==> config.mk <==
export PLATFORM = sky130hd
export DESIGN_NAME = mp_add_seq
export DESIGN_NICKNAME = d
export VERILOG_FILES = /design/src/rtl/mp_add_seq.sv
export SDC_FILE = /design/constraint.sdc
export NUM_CORES = 1
export LEC_CHECK = 0
export ABC_AREA = 1
export BUFFER_PORTS_ARGS = -buffer_cell sky130_fd_sc_hd__buf_2
export CAP_MARGIN = 20
export CORE_AREA = 5 5 151 153
export DETAILED_ROUTE_END_ITERATION = 12
export DIE_AREA = 0 0 156 158
export MAX_ROUTING_LAYER = met4
export PLACE_DENSITY = 0.74
export SLEW_MARGIN = 20
export SYNTH_ARGS = -nofsm -noshare
export SYNTH_HDL_FRONTEND = slang
export SYNTH_HIERARCHICAL = 1
export SYNTH_SLANG_ARGS = --single-unit
==> constraint.sdc <==
create_clock -name clk -period 3.12 [get_ports clk]
set_clock_uncertainty 0.15 [all_clocks]
set_input_delay 0.312 -clock clk [delete_from_list [all_inputs] [get_ports clk]]
set_output_delay 0.312 -clock clk [all_outputs]
set_load 0.005 [all_outputs]
==> src/rtl/mp_add_seq.sv <==
// Multi-precision add/subtract sequencer.
// The operands are WORDS 16-bit limbs wide. The limbs are fed LSB-first through
// one shared CLA16, one limb per clock, and a registered carry chains the limbs.
//
// state | meaning
// IDLE  | waiting for start, outputs hold the last result
// RUN   | one limb per clock through the CLA16, for WORDS cycles
// DONE  | single-cycle done pulse; a start here is accepted immediately

module cla16 (
    input  logic [15:0] a,
    input  logic [15:0] b,
    input  logic        cin,
    output logic [15:0] s,
    output logic        g,
    output logic        p
);
    logic [15:0] gb, pb, c;
    logic [3:0]  gg, pg, cg;

    assign gb = a & b;
    assign pb = a ^ b;

    // 4-bit group generate/propagate
    always_comb begin
        gg = '0;
        pg = '0;
        for (int k = 0; k < 4; k++) begin
            gg[k] = gb[4*k+3]
                  | (pb[4*k+3] & gb[4*k+2])
                  | (pb[4*k+3] & pb[4*k+2] & gb[4*k+1])
                  | (pb[4*k+3] & pb[4*k+2] & pb[4*k+1] & gb[4*k]);
            pg[k] = &pb[4*k +: 4];
        end
    end

    // second-level lookahead for the carry into each group
    always_comb begin
        cg[0] = cin;
        cg[1] = gg[0] | (pg[0] & cin);
        cg[2] = gg[1] | (pg[1] & gg[0]) | (pg[1] & pg[0] & cin);
        cg[3] = gg[2] | (pg[2] & gg[1]) | (pg[2] & pg[1] & gg[0])
              | (pg[2] & pg[1] & pg[0] & cin);
    end

    // per-bit carries inside each group from its group carry-in
    always_comb begin
        c = '0;
        for (int k = 0; k < 4; k++) begin
            c[4*k]   = cg[k];
            c[4*k+1] = gb[4*k] | (pb[4*k] & cg[k]);
            c[4*k+2] = gb[4*k+1] | (pb[4*k+1] & gb[4*k])
                     | (pb[4*k+1] & pb[4*k] & cg[k]);
            c[4*k+3] = gb[4*k+2] | (pb[4*k+2] & gb[4*k+1])
                     | (pb[4*k+2] & pb[4*k+1] & gb[4*k])
                     | (pb[4*k+2] & pb[4*k+1] & pb[4*k] & cg[k]);
        end
    end

    assign s = pb ^ c;
    assign g = gg[3] | (pg[3] & gg[2]) | (pg[3] & pg[2] & gg[1])
             | (pg[3] & pg[2] & pg[1] & gg[0]);
    assign p = &pg;
endmodule

module mp_add_seq #(
    parameter int WORDS = 4
) (
    input  logic                clk,
    input  logic                rst,
    input  logic                start,
    input  logic                sub,
    input  logic [16*WORDS-1:0] a,
    input  logic [16*WORDS-1:0] b,
    output logic                busy,
    output logic                done,
    output logic [16*WORDS-1:0] sum,
    output logic                cout,
    output logic                ovf
);
    localparam int IW = $clog2(WORDS);

    typedef enum logic [1:0] {IDLE, RUN, DONE} state_t;

    state_t                  state;
    logic [WORDS-1:0][15:0]  opa, opb, sum_r;
    logic                    carry, msb_a, msb_b;
    logic [IW-1:0]           idx;
    logic [15:0]             limb_s;
    logic                    limb_g, limb_p, last;

    assign last = (idx == IW'(WORDS-1));
    assign sum  = sum_r;

    cla16 u_cla (
        .a   (opa[idx]),
        .b   (opb[idx]),
        .cin (carry),
        .s   (limb_s),
        .g   (limb_g),
        .p   (limb_p)
    );

    // sequencer: accept operands, walk the limbs, then pulse done
    always_ff @(posedge clk) begin
        if (rst) begin
            state <= IDLE;
            busy  <= 1'b0;
            done  <= 1'b0;
            sum_r <= '0;
            cout  <= 1'b0;
            ovf   <= 1'b0;
            opa   <= '0;
            opb   <= '0;
            carry <= 1'b0;
            msb_a <= 1'b0;
            msb_b <= 1'b0;
            idx   <= '0;
        end else begin
            case (state)
                IDLE, DONE: begin
                    done <= 1'b0;
                    if (start) begin
                        // subtraction is A + ~B with the +1 folded into the carry-in
                        opa   <= a;
                        opb   <= sub ? ~b : b;
                        carry <= sub;
                        msb_a <= a[16*WORDS-1];
                        msb_b <= sub ? ~b[16*WORDS-1] : b[16*WORDS-1];
                        idx   <= '0;
                        sum_r <= '0;
                        cout  <= 1'b0;
                        ovf   <= 1'b0;
                        busy  <= 1'b1;
                        state <= RUN;
                    end else begin
                        state <= IDLE;
                    end
                end
                RUN: begin
                    sum_r[idx] <= limb_s;
                    carry      <= limb_g | (limb_p & carry);
                    if (last) begin
                        cout  <= limb_g | (limb_p & carry);
                        ovf   <= (msb_a == msb_b) & (limb_s[15] != msb_a);
                        busy  <= 1'b0;
                        done  <= 1'b1;
                        state <= DONE;
                    end else begin
                        idx <= idx + 1'b1;
                    end
                end
                default: begin
                    busy  <= 1'b0;
                    done  <= 1'b0;
                    state <= IDLE;
                end
            endcase
        end
    end
endmodule

==> metrics.json <==
{
  "ant_nets": {"value": 0},
  "die_h": {"value": 158, "unit": "microns"},
  "diodes": {"value": 0},
  "timing.critical_path.slowest_cell_delay": {"value": 0.39, "unit": "ns"},
  "routed_via_density": {"value": 5.35},
  "normalized_max_slew_margin": {"value": 32.9, "unit": "%"},
  "hold_viol": {"value": 0},
  "dpl.hpwl": {"value": 19900, "unit": "microns"},
  "critPathKind": {"value": "reg2reg"},
  "cts_tree": {"value": "built"},
  "hold_path_class": {"value": "in2reg"},
  "cts_buffer_depth": {"value": 3},
  "critical_path.max_fanout": {"value": 18},
  "synth_area_leaders": {"value": "dfxtp_1, o21ai_0, nor2_1, a21oi_1, xnor2_1"},
  "worstPathRequired": {"value": 3.40, "unit": "ns"},
  "dr.pass1.iters": {"value": 5},
  "wire_length_of_the_first_global_routing_pass": {"value": 47100, "unit": "microns"},
  "finalMaxSlewViolations": {"value": 0},
  "cts_buffers": {"value": 22},
  "cts.root.buffer_cell": {"value": "clkbuf_16"},
  "path_cells": {"value": "inv_6 > buf_12 > nor2_1 > o22ai_2 > ha_1 > nand2_1 > nor3_2 > nand2_1 > nand2_1 > inv_1 > fa_1 > xnor2_1 > buf_4 > nand4_1 > a21oi_1"},
  "layout-drive-gt1-share": {"value": 21.3, "unit": "%"},
  "synth_fp_nets": {"value": 1388},
  "synth_most_common_cell": {"value": "nor2_1"},
  "worst_max_slew_pin_slew": {"value": 1.01, "unit": "ns"},
  "dp.cells": {"value": 1643},
  "fmax": {"value": 335, "unit": "MHz"},
  "detail_route.wl_per_cell": {"value": 17.1, "unit": "microns"},
  "ir_worst_vdd": {"value": 0.317, "unit": "mV"},
  "synthCells": {"value": 1231},
  "critPathMostFrequentCell": {"value": "nand2_1"},
  "finalSetupTns": {"value": 0, "unit": "ns"},
  "drt_first_iter_violations": {"value": 857},
  "category_of_the_worst_setup_path_capture_point": {"value": "register"},
  "worst_setup_path_start_kind": {"value": "register"},
  "first_global_vias": {"value": 9067},
  "ys_warn_count": {"value": 6},
  "synth_async_sr_flop_share": {"value": 0, "unit": "%"},
  "drcViolationCount": {"value": 0},
  "fillers": {"value": 1807},
  "gr-total-overflow": {"value": 0},
  "groute.usage.overall": {"value": 24.2, "unit": "%"},
  "io_buffer_count": {"value": 199},
  "antenna_found_initial": {"value": 0},
  "slowest_stage": {"value": "dfxtp_4"},
  "timing.max_cap.violations": {"value": 0},
  "power_density": {"value": 574, "unit": "nW/um^2"},
  "ys_top_cells_by_count": {"value": "nor2_1, dfxtp_1, o21ai_0, a21oi_1, nand2_1"},
  "final_period_minus_worst_setup_slack": {"value": 2.99, "unit": "ns"},
  "synthDominantCellAreaShare": {"value": 42.8, "unit": "%"},
  "clock_sink_count": {"value": 201},
  "synth_enable_flop_cells": {"value": 0},
  "run_status": {"value": "complete, no violations"},
  "ys_ff_latch": {"value": 201},
  "ys_seq_area_share": {"value": 42.8, "unit": "%"},
  "design.core.area": {"value": 21400, "unit": "sq um"},
  "initial_utilization": {"value": 43.9, "unit": "%"},
  "ys_dominant_reg_cell": {"value": "dfxtp_1"},
  "synth_area_per_cell": {"value": 7.64, "unit": "sq um"},
  "place_congestion": {"value": 0.875},
  "wl": {"value": 30900, "unit": "microns"},
  "path_clk_slew": {"value": 0.06, "unit": "ns"},
  "die_area": {"value": 24600, "unit": "sq um"},
  "clock_tree.htree_level_count": {"value": 1},
  "synth_top_area_cell": {"value": "dfxtp_1"},
  "grt_start_max_net_pins": {"value": 116},
  "synth.cell_area": {"value": 9400, "unit": "sq um"},
  "via_count": {"value": 9677},
  "layout.cells.non_filler": {"value": 1810},
  "top_level_ports": {"value": 200},
  "setup-violations-final": {"value": 0},
  "fin_crit_sh": {"value": 95.8, "unit": "%"},
  "areaGrowthSynthToFinish": {"value": 36.9, "unit": "%"},
  "power.leakage": {"value": 5.48, "unit": "nW"},
  "die_wd": {"value": 156, "unit": "microns"},
  "nNetsFinal": {"value": 1672},
  "row_count": {"value": 54},
  "synth_cell_type_count": {"value": 36},
  "clk-insertion-delay-late": {"value": 0.50, "unit": "ns"},
  "timing.critical_path.arrival": {"value": 3.27, "unit": "ns"}
}
-- registers in the layout, indices dropped and copies added (netlist names) --
| name | count |
|---|---|
| state | 2 |
| opb | 64 |
| carry | 1 |
| sum | 64 |
| ovf | 1 |
| idx | 2 |
| cout | 1 |
| done | 1 |
| opa | 64 |
| busy | 1 |
-- per-stage QoR --
| step | total power, mW | util, % | area, sq um | hold slack [ns] | setup WS (ns) |
|---|---|---|---|---|---|
| 2_1_floorplan | 3.80 | - | 9400 | 0.300 | 0.206 |
| 3_3_place_gp | 4.32 | 49.5 | 10600 | 0.312 | 0.0174 |
| 3_5_place_dp | 4.34 | 49.5 | 10600 | 0.317 | -0.0287 |
| 4_1_cts | 7.29 | 59.0 | 12600 | 0.000365 | 0.00161 |
| 5_1_grt | 7.67 | 60.1 | 12900 | 0.0158 | -0.0482 |
| 6_report | 7.39 | 60.1 | 12900 | 0.0109 | 0.130 |
-- final cells by class --
class	instances	area, sq um	share of cell area, %
flip-flops and latches	201	4030	31.3
well taps	280	350	2.72
clock buffers	29	618	4.80
clock inverters	10	178	1.38
multi-input cells	893	4900	38.1
inverters	40	160	1.24
repair buffers	357	2630	20.4
-- layer usage --
layer / share of wire [%] / vias to the layer above / GRT usage (%)
li1: - / 4729 / -
met1: 44 / 4508 / 31.9
met2: 47 / 352 / 38.2
met4: 3.7 / 0 / 8.92
met3: 6.2 / 88 / 3.23
met5: 0 / - / -
-- where the power goes --
group | leakage, nW | internal, mW | switching [mW]
clock | 0.389 | 1.81 | 1.04
combinational | 3.43 | 0.683 | 0.979
sequential | 1.65 | 2.75 | 0.129
-- worst max-delay path: cells and delay by family, from the launching register on --
family / cells / cell delay, ns
and+or+nand+nor: 6 / 0.74
adders and majority gates: 2 / 0.69
buffers and inverters: 4 / 0.43
DFF: 1 / 0.39
AOI/OAI and AO/OA: 2 / 0.33
xor gates and xnor gates: 1 / 0.17
-- kinds of logic after synthesis --
logic type,count (synthesis),synth area share [%]
AOI/OAI and AO/OA,371,20.4
xor gates and xnor gates,71,6.62
adders and majority gates,25,3.65
buffers and inverters,137,6.91
DFF,201,42.8
and+or+nand+nor,426,19.6
-- what timing repair did --
action                                 4_1_cts  5_1_grt
pin swaps                                    0       14
setup endpoints to repair                    3       36
resized for setup                            2       67
buffers inserted                             0        4
hold buffers                               124        0
endpoints found under the hold margin      124        0
-- layout by cell type, fill, tap and decap left out, types with 4 or more instances in the layout --
cell and instances:
a21oi_1 136, buf_12 10, buf_2 198, buf_4 23, bufinv_16 5, clkbuf_1 4, clkbuf_16 23, clkinv_2 4
dfxtp_1 199, dlygate4sd3_1 124, ha_1 18, inv_1 32, inv_2 5, nand2_1 104, nand2_2 7, nand3_1 74
nand3_4 4, nand4_1 19, nor2_1 201, nor2_2 7, o21ai_0 162, o21ai_1 27, o21ai_2 4, o22ai_1 20
o22ai_2 12, xnor2_1 68
-- path summary, 6_finish.rpt --
check	cells after the start	slack, ns	startpoint	endpoint
hold / removal	3	0.01	b[38]	opb[38]
setup / recovery	15	0.13	idx[0]	sum[61]
hold reg to reg	2	0.32	sum[33]	sum[33]
setup reg to reg	15	0.13	idx[0]	sum[61]
(Power assumes the default switching activity.)
